===== src/rtl/wts_channel_mixer.sv =====
// wts_channel_mixer: collects one time-multiplexed signed 8-bit sample per
// channel and masks muted or out-of-range channels. At the end of each frame
// it scales the sum by a 4-bit master volume, saturates it to OUT_BITS and
// presents it with a one-cycle valid pulse.
module wts_channel_mixer #(
  parameter int CH_NUM   = 5,
  parameter int OUT_BITS = 11
) (
  input  logic                clk,
  input  logic                nreset,
  input  logic                ch_valid,
  input  logic                ch_last,
  input  logic [2:0]          ch_index,
  input  logic [7:0]          channel,
  input  logic [CH_NUM-1:0]   reg_mute,
  input  logic [3:0]          reg_master,
  output logic [OUT_BITS-1:0] mix_out,
  output logic                mix_valid,
  output logic                err_overrun
);

  localparam int ACC_W = 11;
  localparam int SCL_W = 16;

  // Clamp bounds for the final output, held at the scaled-value width.
  localparam logic signed [SCL_W-1:0] SAT_HI = SCL_W'((1 << (OUT_BITS-1)) - 1);
  localparam logic signed [SCL_W-1:0] SAT_LO = SCL_W'(-(1 << (OUT_BITS-1)));

  typedef enum logic [1:0] {
    ST_IDLE   = 2'd0,
    ST_ACCUM  = 2'd1,
    ST_SCALE  = 2'd2,
    ST_OUTPUT = 2'd3
  } state_t;

  state_t r_state;
  state_t w_state_next;

  logic signed [ACC_W-1:0]    r_acc;
  logic signed [SCL_W-1:0]    r_scaled;
  logic        [OUT_BITS-1:0] r_mix_out;
  logic                       r_mix_valid;
  logic                       r_err_overrun;

  logic        [7:0]          w_mute_ext;
  logic signed [ACC_W-1:0]    w_sample_eff;
  logic signed [SCL_W-1:0]    w_acc_ext;
  logic signed [SCL_W-1:0]    w_gain;
  logic signed [SCL_W-1:0]    w_product;
  logic signed [SCL_W-1:0]    w_shifted;
  logic        [OUT_BITS-1:0] w_sat;

  logic w_load;
  logic w_add;
  logic w_scale;
  logic w_emit;
  logic w_overrun;

  // The 3-bit index can address up to 8 channels. Indices with no channel
  // behind them are treated as permanently muted, so they add nothing.
  genvar gi;
  generate
    for (gi = 0; gi < 8; gi++) begin : g_mute
      if (gi < CH_NUM) begin : g_real
        assign w_mute_ext[gi] = reg_mute[gi];
      end else begin : g_pad
        assign w_mute_ext[gi] = 1'b1;
      end
    end
  endgenerate

  assign w_sample_eff = w_mute_ext[ch_index] ? '0 : {{(ACC_W-8){channel[7]}}, channel};

  // The 16-bit signed product cannot overflow, since |acc| <= 1024 and the
  // gain is <= 16. An arithmetic shift rounds toward minus infinity.
  assign w_acc_ext = {{(SCL_W-ACC_W){r_acc[ACC_W-1]}}, r_acc};
  assign w_gain    = {{(SCL_W-4){1'b0}}, reg_master} + 16'd1;
  assign w_product = w_acc_ext * w_gain;
  assign w_shifted = w_product >>> 4;

  // Clamp the scaled value into the signed output range.
  always_comb begin
    w_sat = r_scaled[OUT_BITS-1:0];
    if (r_scaled > SAT_HI) begin
      w_sat = SAT_HI[OUT_BITS-1:0];
    end else if (r_scaled < SAT_LO) begin
      w_sat = SAT_LO[OUT_BITS-1:0];
    end
  end

  // State register with synchronous active-low reset.
  always_ff @(posedge clk) begin
    if (!nreset) begin
      r_state <= ST_IDLE;
    end else begin
      r_state <= w_state_next;
    end
  end

  // Next-state logic: a frame closes only on a qualified ch_last.
  always_comb begin
    w_state_next = r_state;
    case (r_state)
      ST_IDLE: begin
        if (ch_valid) begin
          w_state_next = ch_last ? ST_SCALE : ST_ACCUM;
        end
      end
      ST_ACCUM: begin
        if (ch_valid && ch_last) begin
          w_state_next = ST_SCALE;
        end
      end
      ST_SCALE:  w_state_next = ST_OUTPUT;
      ST_OUTPUT: w_state_next = ST_IDLE;
      default:   w_state_next = ST_IDLE;
    endcase
  end

  // Output decode: datapath enables for each state.
  always_comb begin
    w_load    = 1'b0;
    w_add     = 1'b0;
    w_scale   = 1'b0;
    w_emit    = 1'b0;
    w_overrun = 1'b0;
    case (r_state)
      ST_IDLE:   w_load = ch_valid;
      ST_ACCUM:  w_add  = ch_valid;
      ST_SCALE: begin
        w_scale   = 1'b1;
        w_overrun = ch_valid;
      end
      ST_OUTPUT: begin
        w_emit    = 1'b1;
        w_overrun = ch_valid;
      end
      default: begin
        w_load = 1'b0;
      end
    endcase
  end

  // Datapath: accumulate, scale, saturate/present, and latch overrun.
  always_ff @(posedge clk) begin
    if (!nreset) begin
      r_acc         <= '0;
      r_scaled      <= '0;
      r_mix_out     <= '0;
      r_mix_valid   <= 1'b0;
      r_err_overrun <= 1'b0;
    end else begin
      r_mix_valid <= w_emit;
      if (w_load) begin
        r_acc <= w_sample_eff;
      end else if (w_add) begin
        r_acc <= r_acc + w_sample_eff;
      end
      if (w_scale) begin
        r_scaled <= w_shifted;
      end
      if (w_emit) begin
        r_mix_out <= w_sat;
      end
      if (w_overrun) begin
        r_err_overrun <= 1'b1;
      end
    end
  end

  assign mix_out     = r_mix_out;
  assign mix_valid   = r_mix_valid;
  assign err_overrun = r_err_overrun;

endmodule


===== config.mk =====
export PLATFORM = sky130hd
export DESIGN_NAME = wts_channel_mixer
export DESIGN_NICKNAME = d
export VERILOG_FILES = /design/src/rtl/wts_channel_mixer.sv
export SDC_FILE = /design/constraint.sdc
export NUM_CORES = 1
export LEC_CHECK = 0
export BUFFER_PORTS_ARGS = -buffer_cell sky130_fd_sc_hd__buf_2
export CELL_PAD_IN_SITES_DETAIL_PLACEMENT = 2
export CELL_PAD_IN_SITES_GLOBAL_PLACEMENT = 2
export CORE_MARGIN = 2
export CORE_UTILIZATION = 34
export CTS_CLUSTER_DIAMETER = 80
export DETAILED_ROUTE_END_ITERATION = 7
export PLACE_DENSITY_LB_ADDON = 0.05
export SYNTH_ARGS = -nofsm -noshare
export SYNTH_HDL_FRONTEND = slang
export SYNTH_SLANG_ARGS = --single-unit

===== constraint.sdc =====
create_clock -name clk -period 6.5 [get_ports clk]
set_input_delay 1.3 -clock clk [delete_from_list [all_inputs] [get_ports clk]]
set_output_delay 1.3 -clock clk [all_outputs]
set_load 0.02 [all_outputs]

**Word level (Yosys, flattened, before mapping)**

Cells that the tools add are included.

- Reduce and logical (&&, ||, !) cells: 5
- Multipliers: 1
- Multiplexer cells: 16
- Eq/ne operators: 5
- $lt $le $gt $ge: 3
- Add/sub/neg operators: 2

Operator list:

| kind | count |
|---|---|
| $mux 11 | 5 |
| $mul 11x6->16 | 1 |
| $gt 12x11->1 const B | 1 |
| $lt 12x11->1 const B | 1 |
| $add 11x11->11 | 1 |
| $pmux 2 s4 | 1 |
| $mux 1 | 6 |
| $mux 2 | 3 |
| $add 4x1->5 const B | 1 |
| $eq 2x2->1 const B | 2 |
| $lt 3x4->1 const B | 1 |
| $ne 2x2->1 const B | 2 |
| $bmux 1 s3 | 1 |
| $eq 2x1->1 const B | 1 |
| $logic_not 2->1 | 1 |
| $reduce_and 2->1 | 1 |
| $reduce_bool 2->1 | 1 |
| $reduce_or 2->1 | 1 |
| $logic_and 1x1->1 | 1 |

- Logic and storage cells: 38
- Bits of input ports: 24
- Register bits: 38

**Depth between registers and ports, before layout**

- Depth in word-level cells: 6
- Mapped depth: 18

**Worst setup path before layout**

No wires, ideal clock.

- Path kind: input -> register
- Start: input port reg_master[0]
- End: register r_scaled[8]
- Stages on the path: 16
- Path slack: 1472 ps
- Data arrival time: 4892 ps
- Data required time: 6364 ps
- Library setup time: 136 ps
- Buffers on the path: 1
- Path through: ha_1 xor2_1 clkbuf_1 and2_1 fa_1 inv_1 fa_1 fa_1 inv_1 ha_1 a21o_1 a41oi_4 a221oi_2 o21ai_1 nor2b_4 o311ai_2

- Longest elaborated chain between the ends: 2

RTL lines:

| what | line | RTL |
|---|---|---|
| start: declaration | 16 | `input logic [3:0] reg_master,` |
| $add 4x1->5 | 77 | `assign w_gain = {{(SCL_W-4){1'b0}}, reg_master} + 16'd1;` |
| $mul 11x6->16 | 78 | `assign w_product = w_acc_ext * w_gain;` |
| end signal: assignment | 160 | `r_scaled <= w_shifted;` |
| end: declaration | 40 | `logic signed [SCL_W-1:0] r_scaled;` |

Every way passes these cells.
A chain may end at the register's enable or synchronous reset.

**Worst setup path in the final report**

- Start: input port reg_master[0]
- End: register, netlist name r_scaled[11]

- Longest elaborated chain between the ends: 2

RTL lines:

| what | line |
|---|---|
| $add 4x1->5 | 77 |
| $mul 11x6->16 | 78 |

Every way passes these cells.

==> flow_metrics.env <==
export IMPL_status="complete, no violations"
export IMPL_grt_pass1_wl_um=19100
export IMPL_cts_path_max_buffers=2
export IMPL_synthesis_nets=605
export IMPL_synthTopCellsByArea="dfxtp_1 (18%), fa_1 (16%), ha_1 (12%), inv_1 (6.6%), o21ai_0 (4.8%)"
export IMPL_via_per_inst=5.09
export IMPL_drv_slew=0
export IMPL_rows=40
export IMPL_grt_max_degree=41
export IMPL_cp_data_arrival_time_ns=5.71
export IMPL_drc=0
export IMPL_worst_slew_pin_slew_ns=0.802
export IMPL_die_area_um2=13100
export IMPL_nets=630
export IMPL_clk_pin_slew_worst_paths_ns=0.06
export IMPL_cts_resized=0
export IMPL_hpwl_um=9030
export IMPL_ir_drop_mv=0.102
export IMPL_async_flop_share_pct=0
export IMPL_cellPowerDensity_nw_per_um2=329
export IMPL_grt_total_usage_pct=18.4
export IMPL_ys_warn_count=0
export IMPL_ctsHtreeMaxLevel=2
export IMPL_grt_pass1_vias=3889
export IMPL_n_fill_cell=1349
export IMPL_portBuffers=36
export IMPL_cts_hold_buffers=0
export IMPL_layout_min_cycle_time_ns=5.56
export IMPL_synth_top_cells_by_count="inv_1 (73), nand2_1 (48), ha_1 (41)"
export IMPL_cts_num_sinks=38
export IMPL_wire_per_inst_um=16.3
export IMPL_overflow=0
export IMPL_yosys_most_used_dff="dfxtp_1"
export IMPL_synth_top_cell_area_share_pct=18.3
export IMPL_numCtsBuffers=5
export IMPL_root_buffer="clkbuf_16"
export IMPL_hp_class="reg2reg"
export IMPL_worst_slack_ns=0.936
export IMPL_synthToLayoutAreaGrowth_pct=11.9
export IMPL_hold_viol=0
export IMPL_crit_path_end_kind="flop"
export IMPL_rsz0062_at_grt="no"
export IMPL_ys_types=54
export IMPL_vias=3456
export IMPL_crit_fanout=12
export IMPL_ys_seq_elements=38
export IMPL_ios=37
export IMPL_die_h_um=115
export IMPL_setup_viol=0
export IMPL_core_area_um2=12000
export IMPL_finalCritPeriodShare_pct=85.6
export IMPL_syn_inst=506
export IMPL_holdWs_ns=0.475
export IMPL_max_freq_mhz=180
export IMPL_cts_setup_buffers=0
export IMPL_p_leak_nw=2.17
export IMPL_grt_antenna_before_repair=0
export IMPL_drt_initial_drc_count=89
export IMPL_fin_setup_tns_ns=0
export IMPL_syn_avg_cell_area_um2=8.22
export IMPL_skew_ns=0.00699
export IMPL_maxCapViolations=0
export IMPL_start_kind="primary input"
export IMPL_r2r_slack_ns=2.62
export IMPL_first_pass_iters=4
export IMPL_yosysTopAreaCell="dfxtp_1"
export IMPL_cts_tree="yes"
export IMPL_drtAntennaViolNets=0
export IMPL_critPathKind="in2reg"
export IMPL_drive_above_1_share_pct=10.7
export IMPL_power_mw=1.53
export IMPL_diodes=0
export IMPL_start_util_pct=34.8
export IMPL_pre_cts_ws_ns=0.613
export IMPL_synth_edf_count=0
export IMPL_synth_area_um2=4160
export IMPL_die_w_um=115
export IMPL_synth_most_common_cell="inv_1"
export IMPL_ys_seq_area_share_pct=18.3
export IMPL_slew_headroom_pct=46.4
export IMPL_required_ns=6.65
export IMPL_place_congestion=0.754
export IMPL_clkLatencyLatePin_ns=0.29
export IMPL_utilization_pct=38.9
export IMPL_routed_wl_um=11100
[cells by family (layout without fill, tap and decap cells)]
family	Yosys count	after routing	synth area share (%)
adders and majority gates	75	75	28.7
muxes	8	8	2.23
buffers and inverters	94	120	8.57
xor gates and xnor gates	20	20	4.21
AOI/OAI and AO/OA	118	118	18.2
and+or+nand+nor	153	153	19.8
DFF	38	38	18.3
[worst max-delay path: stages]
cell	delay, ns
buf_2	0.22
ha_1	0.22
xor2_1	0.65
nand2_1	0.18
fa_1	0.57
inv_1	0.05
ha_1	0.31
ha_1	0.31
and4bb_4	0.28
nand2_1	0.08
fa_1	0.40
nand2b_1	0.20
a21oi_2	0.20
o21ai_1	0.15
o311ai_1	0.34
xnor2_1	0.16
a21oi_1	0.08
[power breakdown]
group | switching [mW] | internal, mW | total, mW
clock network | 0.109 | 0.221 | 0.330
logic | 0.509 | 0.328 | 0.836
registers | 0.0719 | 0.295 | 0.367
total | 0.690 | 0.844 | 1.53
[state kept, by name (all words and copies together) (netlist names)]
name	cells
r_acc	11
mix_valid	1
r_scaled	12
r_state	2
mix_out	11
err_overrun	1
[cells in the final DEF, fill, tap and decap left out, types with 5 or more instances in the layout]
cell type / n
a211oi_1: 5
a21o_1: 7
a21oi_1: 19
a31oi_1: 14
and2_1: 31
buf_2: 36
clkbuf_16: 5
dfxtp_1: 38
fa_1: 34
ha_1: 41
inv_1: 73
mux2i_1: 7
nand2_1: 48
nand2b_1: 9
nand3_1: 7
nor2_1: 16
nor2b_1: 24
o21a_1: 5
o21ai_0: 40
o21ai_1: 7
xnor2_1: 13
xor2_1: 7
[stage by stage]
step | cell area, µm² | instances
final | 4650 | 679
after CTS | 4650 | 679
after global routing | 4650 | 679
after detailed placement | 4460 | 671
after floorplan | 4160 | 506
after global placement | 4460 | 671
[area by class of cell]
type	count	area, µm²	share of cell area, %
well taps	147	184	3.95
multi-input cells	374	3040	65.4
repair buffers	38	195	4.19
flip-flops and latches	38	761	16.3
inverters	74	278	5.97
clock inverters	3	68.8	1.48
clock buffers	5	125	2.69
[routing by layer]
metal	track usage, %	wire (µm)
met1	22.7	5180
met2	33.8	5610
met3	2.86	183
met4	3.82	96
met5	0	0
[worst paths after layout]
kind                       from           end  depth (start not counted)
setup / recovery  reg_master[0]  r_scaled[11]                         17
hold / removal      r_scaled[4]   r_scaled[4]                          2
setup reg to reg      r_acc[10]  r_scaled[11]                         13
hold reg to reg     r_scaled[4]   r_scaled[4]                          2
No activity file was read; power rests on OpenSTA's default activity.
